### src/rtl/cnn_layer_sequencer.sv
// cnn_layer_sequencer: runs CNN layer blocks in order with watchdog, abort and per-layer cycle counters
module cnn_layer_sequencer #(
  parameter int NUM_LAYERS = 3,
  parameter int CNT_W = 16,
  parameter logic [CNT_W-1:0] TIMEOUT_CYCLES = 16'hFFFF,
  parameter int LAYER_IDX_W = 2
) (
  input  logic                   clk,
  input  logic                   reset_n,
  input  logic                   start,
  input  logic                   abort,
  input  logic [NUM_LAYERS-1:0]  layer_done,
  output logic [NUM_LAYERS-1:0]  layer_enable,
  output logic                   busy,
  output logic                   cnn_done,
  output logic                   error,
  output logic [LAYER_IDX_W-1:0] err_layer,
  input  logic [LAYER_IDX_W-1:0] perf_sel,
  output logic [CNT_W-1:0]       perf_cycles
);
  typedef enum logic [2:0] {IDLE, RUN, GAP, DONE, ERROR} state_t;
  state_t state, state_nxt;
  logic [LAYER_IDX_W-1:0] cur;
  logic [CNT_W-1:0] cnt, cnt_inc;
  logic [CNT_W-1:0] perf [NUM_LAYERS];
  logic go, run_ok, hit, tout, last;
  // Next-state decode; abort outranks done, done outranks the watchdog
  always_comb begin
    cnt_inc = cnt + 1'b1;
    go = start && (state == IDLE || state == ERROR);
    run_ok = state == RUN && !abort;
    hit = run_ok && layer_done[cur];
    tout = run_ok && !layer_done[cur] && cnt_inc == TIMEOUT_CYCLES;
    last = int'(cur) == NUM_LAYERS - 1;
    state_nxt = state;
    case (state)
      IDLE:    state_nxt = go ? RUN : IDLE;
      RUN:     state_nxt = abort ? IDLE : hit ? (last ? DONE : GAP) : tout ? ERROR : RUN;
      GAP:     state_nxt = abort ? IDLE : RUN;
      DONE:    state_nxt = IDLE;
      ERROR:   state_nxt = go ? RUN : ERROR;
      default: state_nxt = IDLE;
    endcase
  end
  // State register
  always_ff @(posedge clk or negedge reset_n)
    if (!reset_n) state <= IDLE;
    else state <= state_nxt;
  // Layer index, cycle counter, perf capture and error layer; the count includes the done cycle
  always_ff @(posedge clk or negedge reset_n) begin
    if (!reset_n) begin
      cur <= '0;
      cnt <= '0;
      err_layer <= '0;
      perf <= '{default: '0};
    end else if (go) begin
      cur <= '0;
      cnt <= '0;
      err_layer <= '0;
      perf <= '{default: '0};
    end else if (run_ok) begin
      cnt <= cnt_inc;
      if (layer_done[cur]) perf[cur] <= cnt_inc;
      if (tout) err_layer <= cur;
    end else if (state == GAP && !abort) begin
      cur <= cur + 1'b1;
      cnt <= '0;
    end
  end
  genvar i;
  for (i = 0; i < NUM_LAYERS; i++) begin : g_en
    assign layer_enable[i] = state == RUN && int'(cur) == i;
  end
  assign busy = state inside {RUN, GAP, DONE};
  assign cnn_done = state == DONE;
  assign error = state == ERROR;
  assign perf_cycles = int'(perf_sel) < NUM_LAYERS ? perf[perf_sel] : '0;
endmodule

### config.mk
export PLATFORM = sky130hd
export DESIGN_NAME = cnn_layer_sequencer
export DESIGN_NICKNAME = d
export VERILOG_FILES = /design/src/rtl/cnn_layer_sequencer.sv
export SDC_FILE = /design/constraint.sdc
export NUM_CORES = 1
export LEC_CHECK = 0
export ABC_AREA = 1
export CORE_MARGIN = 3
export CORE_UTILIZATION = 30
export DETAILED_ROUTE_END_ITERATION = 10
export GPL_TIMING_DRIVEN = 1
export PLACE_DENSITY = 0.48
export RECOVER_POWER = 100
export SYNTH_ARGS = -nofsm -noshare
export SYNTH_HDL_FRONTEND = slang
export SYNTH_SLANG_ARGS = --single-unit
### constraint.sdc
create_clock -name clk -period 4.9 [get_ports clk]
set_clock_uncertainty 0.1 [all_clocks]
set_input_delay 0.98 -clock clk [delete_from_list [all_inputs] [get_ports clk]]
set_output_delay 0.98 -clock clk [all_outputs]
set_load 0.01 [all_outputs]
==> results of run 1 <==
==> stage by stage <==
| step | instances | setup WS [ps] | hold WS (ps) |
|---|---|---|---|
| CTS | 603 | 821.4 | 388.8 |
| global placement | 587 | 913.6 | 367.9 |
| floorplan | 423 | 1905 | 353.3 |
| detailed placement | 587 | 832.9 | 373.2 |
| finish | 603 | 761.9 | 386.3 |
| global route | 603 | 581.9 | 398.8 |
==> worst max path at each step <==
stage | start | endpoint | slack [ps]
after floorplan | perf_sel[0] | perf_cycles[10] | 1900
after global placement | perf_sel[0] | perf_cycles[7] | 910
after detailed placement | perf_sel[0] | perf_cycles[11] | 830
after CTS | perf_sel[0] | perf_cycles[11] | 820
after global routing | perf_sel[0] | perf_cycles[11] | 580
final | perf_sel[0] | perf_cycles[11] | 760
==> power breakdown <==
group	leakage (nW)	total (mW)	switching, mW	internal [mW]
combinational	0.700	0.351	0.252	0.0983
clock	0.157	0.711	0.261	0.450
sequential	0.985	0.658	0.0360	0.622
total	1.84	1.72	0.550	1.17
==> Yosys cell counts <==
master	count
sky130_fd_sc_hd__nand3_1	17
sky130_fd_sc_hd__a22o_1	1
sky130_fd_sc_hd__o31ai_1	4
sky130_fd_sc_hd__nand3_2	4
sky130_fd_sc_hd__nor2_2	14
sky130_fd_sc_hd__nor2_4	4
sky130_fd_sc_hd__o22ai_1	41
sky130_fd_sc_hd__nor2_1	45
sky130_fd_sc_hd__clkbuf_2	1
sky130_fd_sc_hd__o32ai_1	4
sky130_fd_sc_hd__a21oi_1	11
sky130_fd_sc_hd__nor4_1	1
sky130_fd_sc_hd__inv_1	55
sky130_fd_sc_hd__buf_2	2
sky130_fd_sc_hd__nand4_1	5
sky130_fd_sc_hd__nand2_2	10
sky130_fd_sc_hd__ha_1	5
sky130_fd_sc_hd__o21ai_1	7
sky130_fd_sc_hd__buf_4	3
sky130_fd_sc_hd__buf_6	1
sky130_fd_sc_hd__nand2_1	75
sky130_fd_sc_hd__dfrtp_1	71
sky130_fd_sc_hd__clkinv_1	1
sky130_fd_sc_hd__xnor2_1	1
sky130_fd_sc_hd__inv_2	3
sky130_fd_sc_hd__clkbuf_1	7
sky130_fd_sc_hd__o21ai_0	29
sky130_fd_sc_hd__xor2_2	1
==> registers in the layout, summed over array words and instances (netlist names) <==
signal and flops:
cur 2, perf 48, err_layer 2, state 3
cnt 16
==> critical path, stage by stage <==
cell and delay, ps:
sky130_fd_sc_hd__clkdlybuf4s50_1 420, sky130_fd_sc_hd__inv_1 310, sky130_fd_sc_hd__nand2_1 400, sky130_fd_sc_hd__o22ai_1 310, sky130_fd_sc_hd__dlygate4sd3_1 630
==> cells by family after synthesis <==
group	Yosys count
AOI/OAI and AO/OA	97
DFF	71
buffers and inverters	73
and+or+nand+nor	175
xor gates and xnor gates	2
adders and majority gates	5
==> final cells by class <==
| type | instances | area, µm² | area share, % |
|---|---|---|---|
| Inverter | 59 | 221.5 | 5.201 |
| Tap cell | 143 | 178.9 | 4.202 |
| Clock inverter | 6 | 91.34 | 2.145 |
| Timing Repair Buffer | 35 | 334.1 | 7.846 |
| Sequential cell | 71 | 1777 | 41.73 |
| Multi-Input combinational cell | 279 | 1426 | 33.50 |
| Clock buffer | 10 | 229.0 | 5.378 |
==> routing by layer <==
metal  routed length, µm  vias to the layer above
li1                    -                     1457
met1                4638                     1469
met3                 351                        9
met4                 125                        0
met5                   0                        -
met2                4228                       53
==> out/results.md, run 1 <==
| Stage | Parameter | Value |
| --- | --- | --- |
| grt | Initial antenna violation count | 0 |
| yosys | Compound-Gate Fraction of Synth Area | 16.00% |
| grt | Tot GR Track Use | 15.48% |
| sta | Slew at the pin closest to its max-slew limit | 2050 ps |
| sta | Total count of hold-check failures in the final report | 0 |
| worst setup path | Largest driver fanout on the critical path | 13 |
| routing | Post-route ant nets | 0 |
| run status | Violations in the final reports | capacitance limit, slew limit |
| die | Floorplan row count | 39 |
| cells and area | Most common cell after layout, fill and taps aside | sky130_fd_sc_hd__nand2_1 |
| worst setup path | Worst R2R Start | state[1] |
| sta | Accumulated negative setup slack | 0 ps |
| yosys | Post-synthesis share of cell area spent on full adders, half adders and majority gates | 1.770% |
| power and ir drop | Worst supply voltage drop on vdd | 0.1847 mV |
| routing | Number of DRC violations after detailed-routing iteration 0 | 156 |
| grt | Wire length of the first global-routing pass | 15930 µm |
| worst setup path | Sort of element at the start of the critical path | primary input |
| cells and area | Proportion of layout cells with a drive suffix above 1 | 9.348% |
| die | Width of the die | 114.5 µm |
| grt | Met3 Usage GRT | 2.854% |
| sta | Ratio of final minimum period to clock period | 84.45% |
| routing | Total wire length | 9344 µm |
| yosys | Basic-gate share of the synthesized area counting and, or, nand and nor cells | 22.87% |
| yosys | Post-synthesis register bit count | 71 |
| placed design | Count of buffers inserted at the top-level ports | 32 |
| worst setup path | Worst reg2reg path endpoint | cnt[15] |
| min path | Worst min-delay path startpoint | perf[29] |
| cts | Number of post-CTS setup repair buffers | 0 |
| run | Number of max-cap violations | 1 |
| run status | Result of the run | complete, but fails checks |
| cells and area | Core occupancy in the finished layout | 37.13% |
| cts | Clock-pin slew of the registers on the worst-case setup and hold paths | 60 ps |
| die | Total Die Area | 0.01312 mm² |
| sta | Max-slew violations | 39 |
| routing | Total via count after detailed routing | 2988 |
| die | I/O Pins | 33 |
| sta | Endpoints failing setup | 0 |
| grt | Vias in the first global route | 3029 |
| sta | Highest attainable clock frequency | 0.2417 GHz |
| yosys | Sequential cell area fraction in the yosys report | 50.27% |
| min path | Cell count of the worst hold path | 2 |
| yosys | Area share of the largest cell type after synthesis | 50.27% |
| worst setup path | Worst path required time | 3820 ps |
| min path | Class of the worst hold path | reg -> reg |
| yosys | Distinct cells, synth | 28 |
| yosys | Synth warnings | 0 |
| worst setup path | Category of the critical setup timing path | in -> out |
| placed design | Placed cell areas | 0.003976 mm² |
| cts | Level count of the clock H-tree | 3 |
| routing | Average wire per cell in the routed design | 15.50 µm |
| worst setup path | R2r setup slk | 2480 ps |
| worst setup path | Worst-case reg-to-reg path depth | 6 |
| routing | DRC Markers | 0 |
| routing | Avg Vias per Cell | 4.955 |
| yosys | Xor/xnor share of the synthesized area | 0.7080% |
| sta | Unrepaired setup endpoints after global routing | false |
| placed design | Placed wire-length estimate after detailed placement | 6494 µm |
| sta | Rel. slew slack | -36.65% |
| min path | Terminating pin of the worst hold path | perf[29] |
| grt | Maximum number of pins on one net before global-route repair | 39 |
| grt | Sum of overflow across all layers after global routing | 0 |
| die | Y dimension of the die | 114.5 µm |
| cells and area | Net count of the finished layout | 469 |
| sta | Minimum clock period | 4138 ps |
| cts | Clock Latency Late Sink | 330 ps |
| cells and area | Filler cell count | 1198 |
| cells and area | Area delta synth->final | 20.46% |
| routing | Pre-Repair DR Iteration Count | 4 |
| cts | Hold buffer count at cts | 0 |
| die | Placeable core region | 0.01147 mm² |
| cts | Number of buffers added by the clock tree synthesis step | 9 |
| cts | Max Buffers Root-to-Sink | 2 |
| grt | GR Util met2 | 23.63% |
| grt | Met1 track utilization from global routing | 21.79% |
| cells and area | Final instance area | 0.004258 mm² |
| power and ir drop | Leak Pwr | 1.843 nW |
| yosys | Synthesized netlist cell count | 423 |
| yosys | Cell type with the highest aggregate area in the netlist | sky130_fd_sc_hd__dfrtp_1 |
| yosys | Net Count, Synth | 437 |
| yosys | Netlist area before placement | 0.003535 mm² |
| worst setup path | Worst Setup End Kind | output pin |
| cts | TritonCTS clock tree | done |
| cts | Clock sink total | 71 |
| cells and area | Highest-count cells in the layout ignoring fill and taps | sky130_fd_sc_hd__nand2_1 (76), sky130_fd_sc_hd__dfrtp_1 (71), sky130_fd_sc_hd__inv_1 (55), sky130_fd_sc_hd__nor2_1 (54), sky130_fd_sc_hd__o22ai_1 (41) |
| yosys | Mean post-synth cell area | 8.356 µm² |
| die | Initial cell density of the core | 30.82% |
| power and ir drop | Pwr/cell area | 404.0 mW/mm² |
| worst setup path | Crit path DAT | 3060 ps |
| cts | Root buf cell | sky130_fd_sc_hd__clkbuf_16 |
| placed design | Final weighted congestion in routability-driven placement | 0.8427 |
| yosys | Dominant cells by area after synthesis | sky130_fd_sc_hd__dfrtp_1 (50%), sky130_fd_sc_hd__nand2_1 (8.0%), sky130_fd_sc_hd__o22ai_1 (7.3%) |
| power and ir drop | Tot Pwr | 1.720 mW |
| cells and area | Antenna cell count | 0 |
| yosys | Combinational family with the most area after synthesis | simple AND/OR/NAND/NOR gates |
| cts | # resized after CTS | 0 |
| yosys | Post-synthesis mux area share | 0% |
| grt | Global-route layer with the greatest usage | met2 |
Note: power is estimated with default switching activity, not from simulation.
==> inputs of run 2 (changes only) <==
--- a/config.mk
+++ b/config.mk
@@ -10,7 +10,7 @@
 export CORE_UTILIZATION = 30
 export DETAILED_ROUTE_END_ITERATION = 10
 export GPL_TIMING_DRIVEN = 1
-export PLACE_DENSITY = 0.48
+export PLACE_DENSITY = 0.5
 export RECOVER_POWER = 100
 export SYNTH_ARGS = -nofsm -noshare
 export SYNTH_HDL_FRONTEND = slang
==> constraint.sdc (replaced) <==
create_clock -name clk -period 3.36 [get_ports clk]
set_clock_uncertainty 0.1 [all_clocks]
set_input_delay 0.672 -clock clk [delete_from_list [all_inputs] [get_ports clk]]
set_output_delay 0.672 -clock clk [all_outputs]
set_load 0.01 [all_outputs]
==> run 2 against run 1 <==
The flow still finishes with violations (capacitance limit, slew limit). Sequential power rose by 46%. Hold slack barely moved. Register-to-register slack got worse by 1500 ps. Critical path depth did not move. Global-route usage fell by 0.50 points. Cell area rose by 0.79%. Total power rose by 47%. Flip-flop and latch count did not move. Highest routed layer unchanged.
==> out/results.md, run 2 (synthesis results as in run 1) <==
| Stage | Parameter | Value | vs previous |
| --- | --- | --- | --- |
| run status | Result of the run | complete, but fails checks | unchanged |
| run status | Violations in the final reports | capacitance limit, slew limit | unchanged |
| die | Floorplan row count | 39 | unchanged |
| die | Initial cell density of the core | 30.82% | unchanged |
| grt | Initial antenna violation count | 0 | unchanged |
| run | Number of max-cap violations | 1 | unchanged |
| cts | Root buf cell | sky130_fd_sc_hd__clkbuf_16 | unchanged |
| sta | Endpoints failing setup | 0 | unchanged |
| cells and area | Core occupancy in the finished layout | 37.43% | was 37.13% |
| die | Width of the die | 114.5 µm | unchanged |
| cells and area | Most common cell after layout, fill and taps aside | sky130_fd_sc_hd__nand2_1 | unchanged |
| power and ir drop | Int Power | 1.722 mW | was 1.170 mW |
| worst setup path | Largest driver fanout on the critical path | 19 | was 13 |
| worst setup path | Category of the critical setup timing path | in -> out | unchanged |
| power and ir drop | Pwr/cell area | 590.0 mW/mm² | was 404.0 mW/mm² |
| cells and area | Filler cell count | 1194 | was 1198 |
| sta | Minimum clock period | 3212 ps |  |
| power and ir drop | Worst supply voltage drop on vdd | 0.2200 mV | was 0.1847 mV |
| cts | TritonCTS clock tree | done | unchanged |
| sta | Ratio of final minimum period to clock period | 95.59% |  |
| cts | # resized after CTS | 0 | unchanged |
| die | I/O Pins | 33 | unchanged |
| cells and area | Antenna cell count | 0 | unchanged |
| die | Y dimension of the die | 114.5 µm | unchanged |
| placed design | Final weighted congestion in routability-driven placement | 0.8612 | was 0.8427 |
| routing | Avg Vias per Cell | 4.911 | was 4.955 |
| cts | Level count of the clock H-tree | 3 | unchanged |
| power and ir drop | Part of the power in registers | 38.0% | was 38.3% |
| power and ir drop | Clk network pwr share | 40.6% | was 41.3% |
| cells and area | Proportion of layout cells with a drive suffix above 1 | 10.11% | was 9.348% |
| worst setup path | Worst path required time | 2590 ps | was 3820 ps |
| sta | Highest attainable clock frequency | 0.3114 GHz |  |
| grt | Maximum number of pins on one net before global-route repair | 31 | was 39 |
| cts | Number of post-CTS setup repair buffers | 0 | unchanged |
| cts | Max Buffers Root-to-Sink | 2 | unchanged |
| sta | Max-slew violations | 31 | was 39 |
| placed design | Count of buffers inserted at the top-level ports | 32 | unchanged |
| grt | Tot GR Track Use | 14.98% | was 15.48% |
| cells and area | Top flop regs | perf: 48 flops, cnt: 16 flops, state: 3 flops | unchanged |
| cts | Clock sink total | 71 | unchanged |
| cells and area | Highest-count cells in the layout ignoring fill and taps | sky130_fd_sc_hd__nand2_1 (77), sky130_fd_sc_hd__dfrtp_1 (71), sky130_fd_sc_hd__inv_1 (55), sky130_fd_sc_hd__nor2_1 (54), sky130_fd_sc_hd__o22ai_1 (41) | was sky130_fd_sc_hd__nand2_1 (76), sky130_fd_sc_hd__dfrtp_1 (71), sky130_fd_sc_hd__inv_1 (55), sky130_fd_sc_hd__nor2_1 (54), sky130_fd_sc_hd__o22ai_1 (41) |
| power and ir drop | Sw Ratio | 32.00% | was 31.96% |
| worst setup path | Crit path DAT | 2440 ps | was 3060 ps |
| grt | Sum of overflow across all layers after global routing | 0 | unchanged |
| sta | Total count of hold-check failures in the final report | 0 | unchanged |
| sta | Final hold slack | 385.9 ps | was 386.3 ps |
| cts | Clock Latency Late Sink | 330 ps | about the same |
| cells and area | Area delta synth->final | 21.42% | was 20.46% |
| routing | Average wire per cell in the routed design | 15.33 µm | was 15.50 µm |
| worst setup path | Sort of element at the start of the critical path | primary input | unchanged |
| routing | Total wire length | 9321 µm | was 9344 µm |
| min path | Class of the worst hold path | reg -> reg | unchanged |
| routing | Number of DRC violations after detailed-routing iteration 0 | 247 | was 156 |
| cts | Hold buffer count at cts | 0 | unchanged |
| min path | Worst min-delay path startpoint | perf[9] | was perf[29] |
| routing | DRC Markers | 0 | unchanged |
| placed design | Placed wire-length estimate after detailed placement | 6497 µm | was 6494 µm |
| worst setup path | Worst Setup End Kind | output pin | unchanged |
| sta | Unrepaired setup endpoints after global routing | false | unchanged |
| sta | Rel. slew slack | -8.780% | was -36.65% |
| cells and area | Largest register FFs | 48 | unchanged |
| power and ir drop | Leak Pwr | 1.847 nW | was 1.843 nW |
| cells and area | Register with the most flip-flops | perf | unchanged |
| cells and area | Net count of the finished layout | 474 | was 469 |
| power and ir drop | Part of the total power dissipated in combinational logic | 21.3% | was 20.4% |
| routing | Pre-Repair DR Iteration Count | 5 | was 4 |
| worst setup path | CP startpoint | perf_sel[0] | unchanged |
| sta | Slew at the pin closest to its max-slew limit | 1632 ps | was 2050 ps |
| die | Placeable core region | 0.01147 mm² | unchanged |
| grt | Vias in the first global route | 2963 | was 3029 |
| power and ir drop | Switching component of the power | 810.3 µW | was 549.8 µW |
| worst setup path | Worst R2R Start | cnt[0] | was state[1] |
| routing | Post-route ant nets | 0 | unchanged |
| die | Total Die Area | 0.01312 mm² | unchanged |
| cts | Number of buffers added by the clock tree synthesis step | 9 | unchanged |
| routing | Total via count after detailed routing | 2986 | was 2988 |
| cts | Clock-pin slew of the registers on the worst-case setup and hold paths | 60 ps | about the same |
| grt | Wire length of the first global-routing pass | 15420 µm | was 15930 µm |
| sta | Accumulated negative setup slack | 0 ps | unchanged |
run 2: cell type report:
type	instances	area (µm²)	area share [%]
Sequential cell	71	1777	41.40
Inverter	59	221.5	5.160
Tap cell	143	178.9	4.169
Timing Repair Buffer	40	367.9	8.571
Clock buffer	10	229.0	5.335
Multi-Input combinational cell	279	1424	33.18
Clock inverter	6	93.84	2.187
run 2: final timing paths:
kind | endpoint | slack (ps) | depth (start not counted)
hold reg to reg | perf[9] | 390 | 2
max in group asynchronous | cnt[14] | 750 | 2
setup reg to reg | state[0] | 970 | 12
hold / removal | perf[9] | 390 | 2
min in group asynchronous | perf[15] | 640 | 1
setup / recovery | perf_cycles[12] | 150 | 5
run 2: power groups by stage:
stage	Clock (mW)	Sequential, mW	Combinational (mW)
finish	1.03	0.963	0.540
global route	1.10	0.969	0.598
CTS	1.05	0.964	0.573
detailed placement	0	0.978	0.572
global placement	0	0.977	0.568
floorplan	0	0.961	0.357
run 2: layer usage:
metal  share of wire, %  GRT usage, %
met2                 46         23.13
met1                 50         21.27
met5                  0             0
met3                3.4         3.171
met4               0.90         4.117
run 2: through the flow:
stage	setup WS (ps)	instances	cell area [µm²]	total power, mW
floorplan	980.7	423	3535	1.319
global placement	144.8	592	4014	1.545
detailed placement	179.0	592	4014	1.551
CTS	172.1	608	4337	2.583
global route	33.11	608	4292	2.666
finish	148.3	608	4292	2.532
run 2: worst max-delay path: stages:
cell and delay, ps:
sky130_fd_sc_hd__clkdlybuf4s50_1 500, sky130_fd_sc_hd__clkbuf_4 280, sky130_fd_sc_hd__nor2_1 80, sky130_fd_sc_hd__o31ai_1 290
sky130_fd_sc_hd__clkdlybuf4s50_1 610
